[src/rtl/juego_pkg.sv]
// Shared game constants: road geometry, frame-tick line and the player FSM state type.
package juego_pkg;

  typedef enum logic [1:0] {
    QUIETO    = 2'd0,
    IZQUIERDA = 2'd1,
    DERECHA   = 2'd2
  } estado_t;

  localparam int unsigned ANCHO_COCHE = 100;
  localparam int unsigned BORDE_IZQ   = 100;
  localparam int unsigned BORDE_DER   = 540;
  localparam int unsigned X_MIN       = BORDE_IZQ;
  localparam int unsigned X_MAX       = BORDE_DER - ANCHO_COCHE;
  localparam int unsigned X_INIT      = 280;
  localparam int unsigned LINEA_TICK  = 480;
  localparam int unsigned VMAX_DEF    = 8;

endpackage

[src/rtl/sincronizador.sv]
// Two-flop synchronizer for an asynchronous, active-high button.
module sincronizador (
  input  logic clk,
  input  logic rst_n,
  input  logic d,
  output logic q
);

  logic [1:0] ff;

  always_ff @(posedge clk or negedge rst_n) begin
    if (!rst_n) begin
      ff <= '0;
    end else begin
      ff <= {ff[0], d};
    end
  end

  assign q = ff[1];

endmodule

[src/rtl/control_jugador.sv]
// Player car horizontal control: per-frame FSM moving the car with saturation at the road edges.
// Optional macro ACELERACION_EN: speed ramps by 1 per frame up to VMAX instead of constant VMAX.
module control_jugador #(
  parameter int unsigned X_INIT = juego_pkg::X_INIT,
  parameter int unsigned X_MIN  = juego_pkg::X_MIN,
  parameter int unsigned X_MAX  = juego_pkg::X_MAX,
  parameter int unsigned VMAX   = juego_pkg::VMAX_DEF
) (
  input  logic       clk,
  input  logic       rst_n,
  input  logic       btn_izq,
  input  logic       btn_der,
  input  logic [9:0] pixelX,
  input  logic [9:0] pixelY,
  output logic [9:0] posicionJugador,
  output logic       moviendo,
  output logic       borde
);

  import juego_pkg::estado_t;
  import juego_pkg::QUIETO;
  import juego_pkg::IZQUIERDA;
  import juego_pkg::DERECHA;

  localparam logic [3:0]  V_MAX    = 4'(VMAX);
  localparam logic [10:0] LIM_MIN  = 11'(X_MIN);
  localparam logic [10:0] LIM_MAX  = 11'(X_MAX);
  localparam logic [9:0]  POS_INIT = 10'(X_INIT);
  localparam logic [9:0]  LINEA    = 10'(juego_pkg::LINEA_TICK);

  logic izqS, derS;

  sincronizador u_syncIzq (.clk(clk), .rst_n(rst_n), .d(btn_izq), .q(izqS));
  sincronizador u_syncDer (.clk(clk), .rst_n(rst_n), .d(btn_der), .q(derS));

  // Tick fires only on the rising edge of the line-480/column-0 condition.
  logic condTick, condPrev, tick;
  assign condTick = (pixelY == LINEA) && (pixelX == 10'd0);
  assign tick     = condTick && !condPrev;

  estado_t     estado, estadoSig;
  logic [3:0]  v, vSig;
  logic [9:0]  posSig;
  logic        bordeSig;
  logic [10:0] ext, suma;

  always_ff @(posedge clk or negedge rst_n) begin
    if (!rst_n) begin
      condPrev        <= 1'b0;
      estado          <= QUIETO;
      v               <= '0;
      posicionJugador <= POS_INIT;
      moviendo        <= 1'b0;
      borde           <= 1'b0;
    end else begin
      condPrev        <= condTick;
      estado          <= estadoSig;
      v               <= vSig;
      posicionJugador <= posSig;
      moviendo        <= (estadoSig != QUIETO);
      borde           <= bordeSig;
    end
  end

  always_comb begin
    estadoSig = estado;
    vSig      = v;
    posSig    = posicionJugador;
    bordeSig  = 1'b0;
    ext       = {1'b0, posicionJugador};
    suma      = ext;

    if (tick) begin
      unique case ({izqS, derS})
        2'b10:   estadoSig = IZQUIERDA;
        2'b01:   estadoSig = DERECHA;
        default: estadoSig = QUIETO;
      endcase

      if (estadoSig == QUIETO) begin
        vSig = '0;
      end else begin
`ifdef ACELERACION_EN
        if (estadoSig != estado) begin
          vSig = 4'd1;
        end else if (v < V_MAX) begin
          vSig = v + 4'd1;
        end else begin
          vSig = V_MAX;
        end
`else
        vSig = V_MAX;
`endif
      end

      // The move uses the speed just computed, so entry from rest moves immediately.
      unique case (estadoSig)
        IZQUIERDA: begin
          suma = ext - {7'b0, vSig};
          if (suma[10] || (suma < LIM_MIN)) begin
            posSig   = LIM_MIN[9:0];
            bordeSig = 1'b1;
          end else begin
            posSig = suma[9:0];
          end
        end
        DERECHA: begin
          suma = ext + {7'b0, vSig};
          if (suma > LIM_MAX) begin
            posSig   = LIM_MAX[9:0];
            bordeSig = 1'b1;
          end else begin
            posSig = suma[9:0];
          end
        end
        default: ;
      endcase
    end
  end

endmodule
[config.mk]
export PLATFORM = sky130hd
export DESIGN_NAME = control_jugador
export DESIGN_NICKNAME = d
export VERILOG_FILES = /design/src/rtl/juego_pkg.sv /design/src/rtl/sincronizador.sv /design/src/rtl/control_jugador.sv
export SDC_FILE = /design/constraint.sdc
export NUM_CORES = 1
export LEC_CHECK = 0
export BUFFER_PORTS_ARGS = -buffer_cell sky130_fd_sc_hd__buf_4
export CELL_PAD_IN_SITES_DETAIL_PLACEMENT = 0
export CELL_PAD_IN_SITES_GLOBAL_PLACEMENT = 2
export CORE_ASPECT_RATIO = 1.25
export CORE_MARGIN = 4
export CORE_UTILIZATION = 29
export CTS_BUF_LIST = sky130_fd_sc_hd__clkbuf_8
export DETAILED_ROUTE_END_ITERATION = 16
export PLACE_DENSITY = 0.86
export SYNTH_ARGS = -nofsm -noshare
export SYNTH_HDL_FRONTEND = slang
export SYNTH_HIERARCHICAL = 1
export SYNTH_SLANG_ARGS = --single-unit
[constraint.sdc]
create_clock -name clk -period 2.9 [get_ports clk]
set_clock_uncertainty 0.15 [all_clocks]
set_input_delay 0.29 -clock clk [delete_from_list [all_inputs] [get_ports clk]]
set_output_delay 0.29 -clock clk [all_outputs]
set_load 0.01 [all_outputs]
* Word-level counts from Yosys, hierarchy flattened *
Cells that the tools add are included.
W data, S select, Z words.

storage, ports and cells
  register bits after elaboration = 19

operators by class
  $add $sub $neg = 2
  $lt $le $gt $ge = 2
  eq/ne operators = 5
  mux-type cells = 12
  reductions and logical operators = 9

operators by type and width
  cell                   number
  $mux W10               2
  $pmux W10 S2           1
  $add A10 B4 Y11        1
  $gt A11 B9 Y1 const B  1
  $lt A11 B7 Y1 const B  1
  $sub A10 B4 Y11        1
  $eq A10 B9 Y1 const B  1
  $logic_not A10 Y1      1
  $mux W4                2
  $eq A2 B1 Y1 const B   2
  $eq A2 B2 Y1 const B   2
  $mux W2                2
  $pmux W2 S2            1
  $reduce_bool A2 Y1     2
  $mux W1                3
  $logic_and A1 B1 Y1    2
  $logic_not A2 Y1       1
  $pmux W1 S2            1
  $reduce_and A2 Y1      1
  $logic_not A1 Y1       1
  $logic_or A1 B1 Y1     1

* Depth between registers and ports, before layout *
  depth in word-level cells = 13
  depth in mapped cells = 12
  mapped depth without buffers = 11

* Hierarchy *
The synthesis kept the hierarchy.

by module, submodules not included
  module           times used  cells each  area each (sq um)
  control_jugador  1           155         1291.2
  sincronizador    2           2           50.0

* Least setup slack after synthesis *
No wires, ideal clock.

  path kind = flip-flop to flip-flop
  start = register u_syncIzq.ff[1]
  end = register posicionJugador[5]
  setup time = 87 ps
  arrival = 2479 ps
  data required time = 2663 ps
  setup slack = 183 ps
  stages on the path, launching flop included = 13
  path buffers = 1
  clock period less this slack = 2717 ps
  cell sequence = dfrtp_1 -> inv_1 -> ha_1 -> inv_1 -> ha_1 -> ha_1 -> clkbuf_2 -> or3b_1 -> o21ai_1 -> a21oi_2 -> o32ai_4 -> o311ai_2 -> o211ai_1

between the ends
  longest elaborated chain between the ends = 11

ends and longest elaborated chain
  what                                          line                    text
  start: declaration                            sincronizador.sv:9      logic [1:0] ff;
  start signal: assignment                      sincronizador.sv:15     ff <= {ff[0], d};
  $eq A2 B1 Y1 or $eq A2 B2 Y1 (tied branches)  control_jugador.sv:74   unique case ({izqS, derS})
  $pmux W2 S2 *                                 control_jugador.sv:74
  $mux W2 *                                     control_jugador.sv:73   if (tick) begin
  $logic_not A2 Y1                              control_jugador.sv:80   if (estadoSig == QUIETO) begin
  $mux W4                                       control_jugador.sv:80
  $mux W4                                       control_jugador.sv:73
  $sub A10 B4 Y11                               control_jugador.sv:99   suma = ext - {7'b0, vSig};
  $lt A11 B7 Y1                                 control_jugador.sv:100  if (suma[10] || (suma < LIM_MIN)) begin
  $logic_or A1 B1 Y1                            control_jugador.sv:100
  $mux W10                                      control_jugador.sv:100
  $pmux W10 S2                                  control_jugador.sv:97   unique case (estadoSig)
  end signal: assignment                        control_jugador.sv:59   posicionJugador <= posSig;
  end: declaration                              control_jugador.sv:15   output logic [9:0] posicionJugador,

Every way passes the cells marked *; elsewhere a longest branch is shown, timed or not. The select of a mux whose other input is x is not followed.
A chain may end at the register's enable or synchronous reset.

* Worst setup path after layout *
  start = register u_syncIzq.ff[1]
  end = register posicionJugador[3]

The elaborated chain is that of the path after synthesis.

==> results.cfg <==
[die]
dieArea_mm2 = 0.00598
die-width_um = 70.0
die_h_um = 85.4
ios = 36
core_mm2 = 0.00453
initial_core_util = 0.307
num_rows = 27

[route]
route.detailed.drc = 0
drt-total-wl_um = 3760
drtIter0Drc = 95
vias = 1365
drt_first_pass_iters = 4
wire_per_inst_um = 14.8
vias_per_cell = 5.37
antenna_left = 0

[global_route]
grt_first_pass_wirelength_um = 6280
use_met1 = 0.163
busiest_layer = met2
grt_pass1_vias = 1346
grt_usage = 0.129
grt_max_degree = 20
overflow = 0
grt_util_met2 = 0.228
grtUsageMet3 = 0.0213
antenna_found_initial = 0

[pwr]
p_seq_frac = 0.511
p_int_uw = 367
ir_worst_vdd_uv = 160
powerDensity_mw_per_mm2 = 259
pwr-share-comb = 0.129
switching_share = 0.223
p_leak_nw = 0.787
power_uw = 473
clockPowerShare = 0.360
p_sw_uw = 106

[sta]
post-route-min-period_ns = 2.81
hold_viol = 0
layout_setup_ws_ns = 0.0888
whs_ns = 0.144
fin_crit_sh = 0.969
worst_pin_slew_ns = 0.651
final_max_slew_viol_count = 0
fin_tns_setup_ns = 0
fmax_ghz = 0.356
slew_headroom = 0.566
rsz0062_at_grt = true
setup_violations = 0

[yosys]
syn_inst = 159
yosysSeqAreaShare = 0.308
async_flop_share = 1.00
synth_edf_count = 0
yosys.cell_types.count = 57
synth_seq_cells = 17
syn-mean-instance-area_um2 = 8.75
synth-main-ff-cell = dfrtp_1
netlist_area_mm2 = 0.00139
ys_warn_count = 6

[clocking]
htreeDepth = 1
cts_num_sinks = 17
post_cts_buffers = 0
clk_latency_ns = 0.25
root_buffer = clkbuf_8
cts-buffers-inserted = 3
clk_pin_slew_worst_paths_ns = 0.07
cts_max_path_buffers = 2
cts_tree = yes

[setup_path]
crit_chain = inv_1 > ha_1 > inv_1 > ha_1 > ha_2 > or3b_1 > o21ai_1 > a21oi_2 > o32ai_4 > o311a_1 > o221a_2
cp_max_fo = 7
crit_type = reg -> reg
cp-start-kind = flop
cpMaxStageDelayCell = dfrtp_1
max_stage_delay_ns = 0.37
arrival_ns = 2.85
crit_required_ns = 2.94
critPathCaptureType = flop

[placement]
post-dp-hpwl_um = 2960
place.gp.congestion = 0.932
dp_slack_ns = 0.0287
placed_area_mm2 = 0.00171
port_buffers = 33

[layout]
fill_cells = 478
num-nets-final = 228
regArea_um2 = 429
syn_to_final_growth_pct = 31.4
multi_input_area_um2 = 898
final_layout_size_suffix_gt1_frac = 0.332
stdcell_area_mm2 = 0.00183
diodes = 0

[outcome]
status = finished clean

[hold_path]
hold_path.class = in -> reg

[flow_run]
max_cap_violations = 0
==> per-layer routing <==
metal / vias to the layer above / share of wire
met3: 2 / 0.060
met5: - / 0
li1: 659 / -
met2: 53 / 0.51
met1: 651 / 0.42
met4: 0 / 0.0053
==> cell type report <==
class                      count  area share
clock buffer                   3      0.0226
clock inverter                 1     0.00205
inverter                      12      0.0246
multi-input combinational    119       0.491
sequential                    17       0.235
tap                           58      0.0397
timing repair buffer          44       0.185
==> kinds of logic after synthesis <==
logic type / count (synthesis) / share of synthesized area
xor+xnor: 1 / 0.00630
fa+ha+maj: 7 / 0.0629
simple gates: 64 / 0.275
buf+inv: 24 / 0.0818
compound gates: 40 / 0.224
flops: 17 / 0.308
mux: 5 / 0.0387
other cells: 1 / 0.00270
==> layout by cell type, fill, tap and decap left out, types with 2 or more instances in the layout <==
master	instances
o211ai_1	2
inv_1	13
clkbuf_8	3
buf_4	41
nor3_1	2
dlygate4sd3_1	3
nor4_1	3
nand2_1	8
o21ai_0	7
a21oi_1	10
ha_1	6
nor3b_2	2
nor2_1	14
dfrtp_1	14
mux2i_1	2
and3_1	5
o311a_1	2
nor4b_1	2
dfstp_2	3
nand3b_1	4
nand4_1	3
nand4b_1	4
mux2_2	3
nand3_1	6
conb_1	2
==> path summary, 6_finish.rpt <==
kind | startpoint | slack (ns) | cells after the start | end
max in group asynchronous | rst_n | 2.05 | 2 | posicionJugador[3]
min in group asynchronous | rst_n | 0.30 | 2 | posicionJugador[6]
max | u_syncIzq/ff[1] | 0.09 | 11 | posicionJugador[3]
max reg2reg | u_syncIzq/ff[1] | 0.09 | 11 | posicionJugador[3]
min reg2reg | u_syncDer/ff[0] | 0.20 | 0 | u_syncDer/ff[1]
min | pixelY[5] | 0.14 | 3 | condPrev
==> Yosys cell counts, drive strengths merged, types with 2 or more instances <==
cell     n  area (um2)
nor2    15        58.8
dfstp    3        78.8
inv     12        45.0
nor3     4        36.3
clkbuf   3        12.5
dfrtp   14         350
a22oi    2        15.0
buf      9        56.3
o21ai    8        40.0
nor4     3        18.8
and3     5        31.3
mux2i    2        20.0
nand3b   4        30.0
o32ai    2        36.3
nand2    8        30.0
nand4b   4        35.0
nor4b    2        17.5
nand3    6        30.0
o311a    2        20.0
o211ai   2        15.0
ha       7        87.6
mux2     3        33.8
nand4    3        18.8
o311ai   2        25.0
a21oi   11        58.8
nor3b    2        15.0
==> through the flow <==
stage                util  instances
global placement    0.377        247
finish              0.404        254
global route        0.404        254
floorplan               -        160
CTS                 0.394        254
detailed placement  0.377        247
==> power groups by stage <==
stage,Clock [mW],Sequential (mW),Combinational [mW]
after floorplan,0,0.245,0.0250
after global placement,0,0.246,0.0575
after detailed placement,0,0.246,0.0584
after CTS,0.179,0.242,0.0618
after global routing,0.190,0.242,0.0686
final,0.170,0.242,0.0612
==> timing repair <==
action                     in CTS  in global routing
hold buffers                    3                  0
setup endpoints to repair       0                  8
resized for setup               0                  7
hold endpoints to repair       19                  0
==> flip-flops by register name (all words and copies together), names as in the netlist <==
signal / count
u_syncIzq/ff: 2
condPrev: 1
estado: 2
borde: 1
moviendo: 1
u_syncDer/ff: 2
posicionJugador: 8
==> worst max-delay path: cells and delay by family, from the launching register on <==
kind            cells  cell delay [ns]
compound gates      5             1.02
fa+ha+maj           3             0.73
flops               1             0.37
simple gates        1             0.36
buf+inv             2             0.12
Power figures use the tool's default switching activity.
